<file path="src/rtl/nx_fifo_rd_adapter.sv">
`default_nettype none
// +----------------------------------------------------------------------------+
// | nx_fifo_rd_adapter: drains a FIFO into a registered valid/ready stream      |
// | through a two-entry skid buffer.                           Revision: 1.0    |
// +----------------------------------------------------------------------------+
module nx_fifo_rd_adapter #(
  parameter int WIDTH      = 1,
  parameter int CNT_W      = 16,
  parameter bit DATA_RESET = 1'b1
) (
  input  logic             clk,
  input  logic             rst_n,
  input  logic             clear,
  input  logic             fifo_empty,
  input  logic [WIDTH-1:0] fifo_rdata,
  output logic             fifo_ren,
  output logic             out_valid,
  input  logic             out_ready,
  output logic [WIDTH-1:0] out_data,
  output logic [1:0]       occupancy,
  output logic [CNT_W-1:0] deliv_cnt
);

  typedef enum logic [1:0] {
    EMPTY = 2'd0,
    ONE   = 2'd1,
    TWO   = 2'd2
  } state_t;

  state_t           state_q, state_d;
  logic [WIDTH-1:0] h_q, h_d;
  logic [WIDTH-1:0] t_q, t_d;
  logic [CNT_W-1:0] deliv_cnt_q, deliv_cnt_d;
  logic             push;
  logic             pop;

  // Gated by rst_n so the attached FIFO is never popped while the block is held in reset.
  assign fifo_ren  = rst_n & ~fifo_empty & ~clear & (state_q != TWO);
  assign push      = fifo_ren;
  assign out_valid = (state_q != EMPTY);
  assign pop       = out_valid & out_ready;
  assign out_data  = h_q;
  assign occupancy = state_q;
  assign deliv_cnt = deliv_cnt_q;

  always_comb begin
    state_d     = state_q;
    h_d         = h_q;
    t_d         = t_q;
    deliv_cnt_d = deliv_cnt_q;
    if (pop) begin
      deliv_cnt_d = deliv_cnt_q + CNT_W'(1);
    end
    if (clear) begin
      state_d = EMPTY;
    end else begin
      unique case (state_q)
        EMPTY: begin
          if (push) begin
            state_d = ONE;
            h_d     = fifo_rdata;
          end
        end
        ONE: begin
          if (push && !pop) begin
            state_d = TWO;
            t_d     = fifo_rdata;
          end else if (push && pop) begin
            h_d     = fifo_rdata;
          end else if (pop) begin
            state_d = EMPTY;
          end
        end
        TWO: begin
          if (pop) begin
            state_d = ONE;
            h_d     = t_q;
          end
        end
        default: state_d = EMPTY;
      endcase
    end
  end

  always_ff @(posedge clk or negedge rst_n) begin
    if (!rst_n) begin
      state_q     <= EMPTY;
      deliv_cnt_q <= '0;
    end else begin
      state_q     <= state_d;
      deliv_cnt_q <= deliv_cnt_d;
    end
  end

  generate
    if (DATA_RESET) begin : g_data_rst
      always_ff @(posedge clk or negedge rst_n) begin
        if (!rst_n) begin
          h_q <= '0;
          t_q <= '0;
        end else begin
          h_q <= h_d;
          t_q <= t_d;
        end
      end
    end else begin : g_data_norst
      always_ff @(posedge clk) begin
        h_q <= h_d;
        t_q <= t_d;
      end
    end
  endgenerate

endmodule
`default_nettype wire
</file>
<file path="config.mk">
export PLATFORM = sky130hd
export DESIGN_NAME = nx_fifo_rd_adapter
export DESIGN_NICKNAME = d
export VERILOG_FILES = /design/src/rtl/nx_fifo_rd_adapter.sv
export SDC_FILE = /design/constraint.sdc
export NUM_CORES = 1
export LEC_CHECK = 0
export CORE_UTILIZATION = 45
export DETAILED_ROUTE_END_ITERATION = 6
export DONT_BUFFER_PORTS = 1
export MAX_ROUTING_LAYER = met4
export PLACE_DENSITY = 0.65
export SYNTH_ARGS = -nofsm -noshare
export SYNTH_HDL_FRONTEND = slang
export SYNTH_SLANG_ARGS = --single-unit
</file>
<file path="constraint.sdc">
create_clock -name clk -period 1.7 [get_ports clk]
set_input_delay 0.34 -clock clk [delete_from_list [all_inputs] [get_ports clk]]
set_output_delay 0.34 -clock clk [all_outputs]
set_load 0.02 [all_outputs]
</file>
==> results.cfg, run 1 <==
[outcome]
outcome = finished, final reports clean

[clock_tree]
cts_buffers = 3
cts_tree = done
clkTransAtPathRegs_ns = 0.12
insertion_delay_ns = 0.30
cts_sinks = 20
clk_root_buffer_cell = clkbuf_4
htreeDepth = 1
cts-root-to-sink-buffers = 2

[timing]
period_minus_slack_ns = 1.647
finalCritPeriodShare_pct = 96.88
timing.final.max_slew_violations = 0
setup_violations = 0
finalHoldViolCount = 0
clock_skew_ns = 0.006494
rsz0062_at_grt = yes
tightest_slew_ns = 0.8905
max_freq_ghz = 0.6072
fin_ws_ns = 0.05297
slew_headroom_pct = 40.44

[drt]
dr.pass1.iters = 4
routed_wl_um = 1795
wl_met1_um = 764
wl_met2_um = 861
wl_met3_um = 113
detail_route.vias_per_cell = 5.208
drc = 0
drt_iter0_markers = 5
vias = 677
routed.top_layer = met4
drtAntennaViolNets = 0
wl_per_cell_um = 13.81

[die]
die_y_um = 48.27
die-area_um2 = 2330
fp.dieW_um = 48.27
io_pins = 27
design.core.area_um2 = 1982
rows = 16
start_util_pct = 48.61

[setup_path]
cpLargestDelayFamily = flip-flops
crit_arrival_ns = 1.31
endpoint_kind = primary output
required_ns = 1.36
path_class = reg -> out
path_cells = and2b_2 > nor3_2 > buf_4
slowest_delay_ns = 0.44
cp_num_buf_inv = 1
start_kind = flop
cpMaxStageDelayCell = dfrtp_2
cp_max_fo = 7

[placed_design]
dpl_worst_slack_ns = 0.2545
port_buffers = 0
place_congestion = 0.7773
hpwl_um = 1231
placed_cell_area_um2 = 1072

[layout]
fillers = 155
final_cell_area_um2 = 1172
final_nets = 111
area_growth_pct = 21.69
final_util_pct = 59.15
antenna_cells = 0
drive_gt1_share_pct = 33.01

[power_and_ir_drop]
vdd_drop_max_v = 0.0006993
p_sw_mw = 0.3836
pwr-share-comb_pct = 26.4
p_int_mw = 0.8064
p_total_mw = 1.190
power.leakage_nw = 0.5739
p_seq_share_pct = 50.2
p_clk_share_pct = 23.4
swShare_pct = 32.23
power_density_nw_per_um2 = 1015

[synthesis]
ys_top_cells_by_area = dfrtp_1 52%, xnor2_1 11%, nand2_1 2.7%, xor2_1 2.7%, nand3_1 2.6%
ys_ff_latch = 20
syn_area_um2 = 963.4
syn_area_per_cell_um2 = 11.75
synth.distinct_cells = 30
syn_nets = 89
synth_area_leader_cell = dfrtp_1
syn_inst = 82
synth_top_area_share_pct = 51.95
yosysWarnings = 0
ys_seq_area_share_pct = 51.95

[global_route]
grt_pass1_vias = 664
grt_pass1_wl_um = 2815
grt_max_degree = 21
grt-ovfl-total = 0
gr-usage-all-layers_pct = 18.80
antenna_found_initial = 0

[job]
drv_cap = 0

[worst_hold_path]
hold_path_class = in -> reg
==> final cells by class <==
type / count / area, µm² / area share (%)
clock buffers: 4 / 36.28 / 3.095
inverters: 2 / 7.507 / 0.6403
multi-input cells: 58 / 446.7 / 38.10
flip-flops and latches: 20 / 503.0 / 42.90
well taps: 27 / 33.78 / 2.882
repair buffers: 19 / 145.1 / 12.38
==> final timing paths <==
path,from,endpoint,slack [ns],cells after the start
max in group asynchronous,rst_n,occupancy[1],0.51,1
worst min-delay path,clear,occupancy[0],0.07,1
min in group asynchronous,rst_n,occupancy[0],0.59,1
worst max-delay path,occupancy[0],fifo_ren,0.05,3
worst max register to register,occupancy[1],t_q,0.22,4
worst min register to register,t_q,t_q,0.52,1
==> synthesized netlist by cell type <==
library cell,count
nand2_1,7
and2b_1,1
mux2_2,2
o211ai_2,1
ha_1,1
nor2b_1,1
a31oi_1,1
o2111a_2,1
and3_1,1
nor3b_4,1
nand2b_1,1
o31ai_1,1
mux2i_1,2
nor2_1,3
nand4_4,1
nor3_2,1
nand3b_1,1
buf_4,2
nand3_1,5
o22a_1,1
dfrtp_1,20
inv_1,2
xor2_1,3
nor3_1,2
nor3b_1,1
and4_1,1
or2_2,1
xnor2_1,12
nand4_1,2
a21oi_1,3
==> power by group through the flow <==
stage	Clock (mW)	Combinational, mW	Sequential [mW]
2_1_floorplan	0	0.102	0.688
3_3_place_gp	0	0.290	0.604
3_5_place_dp	0	0.298	0.608
4_1_cts	0.290	0.311	0.597
5_1_grt	0.301	0.344	0.604
6_report	0.279	0.315	0.597
==> sequential cells by signal (all words and copies together), names as in the netlist <==
name and flops:
t_q 1, out_data 1, deliv_cnt 16, occupancy 2
==> routing by layer <==
layer / vias to the layer above / global-route usage [%]
met2: 24 / 29.60
met3: 7 / 5.185
li1: 328 / -
met4: 0 / 10.00
met5: - / -
met1: 318 / 21.65
==> layout by cell type (no fill, tap or decap), drive strengths merged <==
cell,n
dfrtp,20
buf,18
xnor2,12
nand2,7
nand3,5
clkbuf,4
a21oi,3
nor2,3
xor2,3
nor3,3
nand4,3
mux2i,2
inv,2
mux2,2
nor3b,2
or2,1
and2b,1
nand2b,1
nor2b,1
o22a,1
and3,1
and4,1
o211ai,1
o2111a,1
nand3b,1
o31ai,1
a31oi,1
ha,1
dlygate4sd3,1
==> what timing repair did <==
| item | 4_1_cts | 5_1_grt |
|---|---|---|
| gates resized for setup | 2 | 2 |
| pin swaps | 0 | 0 |
| setup buffers | 3 | 3 |
| endpoints found under the hold margin | 20 | 0 |
| setup endpoints to repair | 1 | 1 |
| hold buffers | 1 | 0 |
==> cells by family (layout without fill, tap and decap cells) <==
kind of cell / count (synthesis) / after routing / share of synthesized area, %
AND/OR/NAND/NOR: 30 / 30 / 19.87
multiplexers: 4 / 4 / 4.416
buffers and inverters: 4 / 25 / 2.337
AO/OA/AOI/OAI: 8 / 8 / 6.494
adder cells (fa/ha/maj): 1 / 1 / 1.298
XOR/XNOR: 15 / 15 / 13.64
flip-flops: 20 / 20 / 51.95
==> per-stage QoR <==
stage	TNS, ns	hold slack, ns	cells
2_1_floorplan	0	0.04441	82
3_3_place_gp	0	0.04493	119
3_5_place_dp	0	0.04497	119
4_1_cts	0	0.06322	127
5_1_grt	-0.01475	0.05917	130
6_report	0	0.07471	130
No activity file was read; power rests on OpenSTA's default activity.
==> inputs of run 2 (changes only) <==
Settings changed: CORE_UTILIZATION 45 to 50, PLACE_DENSITY 0.65 to 0.7.
==> results.cfg, run 2 (synthesized netlist as in run 1, its figures left out) <==
[layout]
final_common_cell = dfrtp_1
antenna_cells = 0
drive_gt1_share_pct = 28.00
final_nets = 108
area_growth_pct = 20.65
layout_common_cells = 18 x dfrtp_1, 14 x buf_4, 12 x xnor2_1
largest_reg_flops = 16
layoutNonFillerInstCount = 125

[die]
io_pins = 27
rows = 15
fp.dieW_um = 45.90
design.core.area_um2 = 1764
die-area_um2 = 2106
die_y_um = 45.90
start_util_pct = 54.61

[drt]
dr.pass1.iters = 4
wl_per_cell_um = 14.30
drt_iter0_markers = 7
drtAntennaViolNets = 0
drc = 0
wl_met3_um = 97
wl_met2_um = 895
detail_route.vias_per_cell = 5.376
vias = 672
routed_wl_um = 1788
wl_met1_um = 762
routed.top_layer = met4

[clock_tree]
cts_buffers = 3
insertion_delay_ns = 0.29
cts_sinks = 20
clkTransAtPathRegs_ns = 0.11
cts_tree = done
cts-root-to-sink-buffers = 2
htreeDepth = 1
clk_root_buffer_cell = clkbuf_4

[job]
drv_cap = 0

[power_and_ir_drop]
vdd_drop_max_v = 0.0007950
power_density_nw_per_um2 = 1112
power.leakage_nw = 0.5809
p_total_mw = 1.292

[timing]
timing.final.max_slew_violations = 0
setup_violations = 0
finalHoldViolCount = 0
period_minus_slack_ns = 1.620
clock_skew_ns = 0.001330
max_freq_ghz = 0.6172
rsz0062_at_grt = no
tightest_slew_ns = 0.8746
slew_headroom_pct = 41.50
finalCritPeriodShare_pct = 95.31
tns_ns = 0

[setup_path]
crit_path_start = occupancy[1]
rrSetupSlack_ns = 0.18
rr_startpoint = occupancy[1]
reg2reg_to = deliv_cnt[13]
endpoint_kind = primary output
crit_arrival_ns = 1.28
cp_max_fo = 6
path_class = reg -> out
required_ns = 1.36
r2r_cells = 5
start_kind = flop
critPathCapture = fifo_ren

[global_route]
grt_pass1_wl_um = 2746
grt_max_degree = 21
grt-ovfl-total = 0
gr-usage-all-layers_pct = 19.19
antenna_found_initial = 0
grt_pass1_vias = 643

[placed_design]
hpwl_um = 1242
port_buffers = 0
dp_cells = 116
place_congestion = 0.8066

[worst_hold_path]
hold_path_class = in -> reg

[outcome]
outcome = finished, final reports clean
-- run 2: report_power, final --
group	internal, mW	switching, mW
Combinational	0.139	0.177
Clock	0.238	0.139
Sequential	0.536	0.0636
Total	0.913	0.379
-- run 2: critical path, cell delays in order (launching register included) --
cell,delay (ns)
dfrtp_2,0.44
and2b_1,0.20
nor3_1,0.17
buf_4,0.17
-- run 2: how the worst min path moves through the flow --
stage / start / to / slack, ns / depth (start not counted)
final: clear / occupancy[0] / 0.09 / 1
after global routing: out_ready / occupancy[1] / 0.07 / 1
after CTS: clear / occupancy[0] / 0.09 / 1
after detailed placement: rst_n / out_data / 0.04 / 0
after global placement: rst_n / out_data / 0.04 / 0
after floorplan: rst_n / deliv_cnt[0] / 0.04 / 0
-- run 2: cell type report --
| class | instances | area, µm² |
|---|---|---|
| timing repair buffer | 16 | 127.6 |
| multi-input combinational | 58 | 440.4 |
| clock inverter | 1 | 30.03 |
| sequential | 20 | 503.0 |
| fill | 150 | 601.8 |
| tap | 25 | 31.28 |
| inverter | 2 | 7.507 |
| clock buffer | 3 | 22.52 |
-- run 2: stage by stage --
step	hold WS, ns	utilization (%)	cell area (µm²)	setup slack [ns]
floorplan	0.04441	-	963.4	0.05728
global placement	0.04490	60.21	1062	0.2576
detailed placement	0.04486	60.21	1062	0.2443
CTS	0.08729	63.83	1126	0.005448
global route	0.06833	65.89	1162	0.006786
finish	0.09271	65.89	1162	0.07968
-- run 2: repair_timing --
item,in CTS,in global routing
hold endpoints to repair,20,0
endpoints found under the setup margin,1,1
gates resized for setup,1,1
buffers inserted,0,4
hold buffers,1,0
-- run 2: metal layers --
| layer | up-vias | track usage, % |
|---|---|---|
| met5 | - | - |
| met4 | 0 | 10.00 |
| met3 | 6 | 3.968 |
| met2 | 23 | 26.48 |
| met1 | 319 | 26.18 |
| li1 | 324 | - |
==> inputs of run 3 (changes only) <==
Settings changed: ABC_AREA set to 1, SETUP_SLACK_MARGIN set to 0.3.
==> results.cfg, run 3 <==
[setup_path]
rr_startpoint = occupancy[1]
cp_num_buf_inv = 1
slowest_delay_ns = 0.52
path_class = reg -> out
crit_arrival_ns = 1.17
r2r_cells = 6
crit_path_start = occupancy[1]
start_kind = flop
cp_max_fo = 5
cp.depth = 3
required_ns = 1.36
cpLargestDelayFamily = flip-flops
path_cells = inv_4 > nor2_4 > nor2_4
endpoint_kind = primary output
crit_path_frequent_cell = nor2_4
cpMaxStageDelayCell = dfrtp_2

[synthesis]
synth_top_area_share_pct = 43.29
synthArstFlopShare_pct = 100.0
syn_area_per_cell_um2 = 7.317
synth_area_leader_cell = dfrtp_1
synthFlopType = dfrtp_1
ys_top_cells_by_area = dfrtp_1 43%, nand2_1 21%, nor2_1 6.8%, inv_1 4.5%, xor2_1 3.8%
yosysWarnings = 0
synth.distinct_cells = 19
synth_most_common_cell = nand2_1
syn_inst = 158
syn_area_um2 = 1156
yosys-top-cells-count = 64 x nand2_1, 21 x nor2_1, 20 x dfrtp_1
ys_ff_latch = 20
synth_edf_count = 0
ys_seq_area_share_pct = 43.29
syn_nets = 165

[job]
drv_cap = 0

[drt]
dr.pass1.iters = 4
routed_wl_um = 2699
drtAntennaViolNets = 0
drt_iter0_markers = 15
drc = 0
wl_per_cell_um = 13.43
detail_route.vias_per_cell = 5.333
vias = 1072

[die]
rows = 17
die-area_um2 = 2509
io_pins = 27
fp.dieW_um = 50.09
design.core.area_um2 = 2191
start_util_pct = 52.77
die_y_um = 50.09

[timing]
fin_ws_ns = 0.1922
clock_skew_ns = 0.005540
timing.final.max_slew_violations = 0
setup_violations = 0
tightest_slew_ns = 0.9107
rsz0062_at_grt = yes
max_freq_ghz = 0.6632
finalHoldViolCount = 0
finalCritPeriodShare_pct = 88.69
tns_ns = 0
slew_headroom_pct = 39.09
period_minus_slack_ns = 1.508

[placed_design]
port_buffers = 0
dpl_worst_slack_ns = 0.2448
place_congestion = 0.8740
hpwl_um = 1900
dp_cells = 190

[global_route]
grt_pass1_vias = 1065
antenna_found_initial = 0
grt_pass1_wl_um = 4478
grt-ovfl-total = 0
gr-usage-all-layers_pct = 24.57
grt_max_degree = 21

[clock_tree]
cts_buffers = 3
htreeDepth = 1
cts_tree = done
insertion_delay_ns = 0.30
cts-root-to-sink-buffers = 2
clkTransAtPathRegs_ns = 0.12
clk_root_buffer_cell = clkbuf_4
cts_sinks = 20

[layout]
multiInputGateArea_um2 = 651.9
final_common_cell = nand2_1
layoutNonFillerInstCount = 201
largest_reg_flops = 16
layout_common_cells = 61 x nand2_1, 15 x nor2_1, 12 x inv_1
drive_gt1_share_pct = 24.28
area_growth_pct = 20.35
final_nets = 181
fillers = 184
antenna_cells = 0
ff_latch_area_um2 = 513.0

[worst_hold_path]
holdPathStages = 2
holdCritStartpoint = fifo_rdata
hold_path_class = in -> reg

[power_and_ir_drop]
power.leakage_nw = 0.6476
power_density_nw_per_um2 = 1265
vdd_drop_max_v = 0.0008476

[outcome]
outcome = finished, final reports clean
## run 3: changes by cell type after synthesis, moves of 2 or more
cell | previous run | this run
xnor2_1 | 12 | 3
a21oi_1 | 3 | 1
mux2i_1 | 2 | 0
xor2_1 | 3 | 5
nor3_1 | 2 | 0
mux2_2 | 2 | 0
nand2_1 | 7 | 64
inv_1 | 2 | 14
nor2_2 | 0 | 2
nand3b_1 | 1 | 4
buf_4 | 2 | 0
o21ai_0 | 0 | 7
nand3_1 | 5 | 7
nor2_1 | 3 | 21
## run 3: routing by layer
metal  up-vias  track usage [%]  wire length, µm
met5         -                -                0
met4         0            13.33               91
met3        11            4.938              107
met2        34            43.33             1413
met1       503            25.10             1087
li1        524                -                -
## run 3: layout make-up
cell class              count  area share, %
multi-input cells         123          46.85
clock buffers               4          2.608
inverters                  14          3.957
flip-flops and latches     20          36.87
repair buffers             12          7.194
well taps                  28          2.518
## run 3: repair_timing
| item | CTS | global route |
|---|---|---|
| pin swaps | 3 | 6 |
| buffers inserted | 4 | 2 |
| resized for setup | 13 | 17 |
| setup endpoints to repair | 12 | 15 |
| endpoints found under the hold margin | 20 | 0 |
| hold buffers | 1 | 0 |
## run 3: logic make-up (layout without fill, tap and decap cells)
| logic type | count (synthesis) | after routing | synth area share [%] |
|---|---|---|---|
| AND/OR/NAND/NOR | 104 | 104 | 39.29 |
| flip-flops | 20 | 20 | 43.29 |
| buffers and inverters | 15 | 30 | 5.519 |
| AO/OA/AOI/OAI | 10 | 10 | 4.762 |
| XOR/XNOR | 8 | 8 | 6.061 |
| adder cells (fa/ha/maj) | 1 | 1 | 1.082 |
## run 3: worst register-to-register path, cell delays in order (launching register included)
cell	delay (ns)
dfrtp_2	0.52
inv_4	0.11
nand2_2	0.07
nand2_1	0.24
nand4_1	0.17
nand4_1	0.12
nand2_1	0.05
## run 3: stage by stage
step	utilization, %	cell area [µm²]	hold slack (ns)	power [mW]
after floorplan	-	1160	0.04441	1.144
after global placement	55.74	1221	0.04484	1.281
after detailed placement	55.74	1221	0.04485	1.301
after CTS	60.48	1325	0.1863	1.651
after global routing	63.51	1391	0.1847	1.872
final	63.51	1391	0.1844	1.760
## run 3: final timing paths
kind / to / slack [ns]
max: fifo_ren / 0.19
min: t_q / 0.18
max reg2reg: occupancy[0] / 0.32
min reg2reg: t_q / 0.51
max in group asynchronous: occupancy[0] / 0.48
min in group asynchronous: deliv_cnt[9] / 0.60
## run 3: where the power goes
part | switching, mW | leakage (nW) | internal [mW]
clock network | 0.150 | 0.0210 | 0.131
logic | 0.367 | 0.375 | 0.273
registers | 0.244 | 0.252 | 0.594
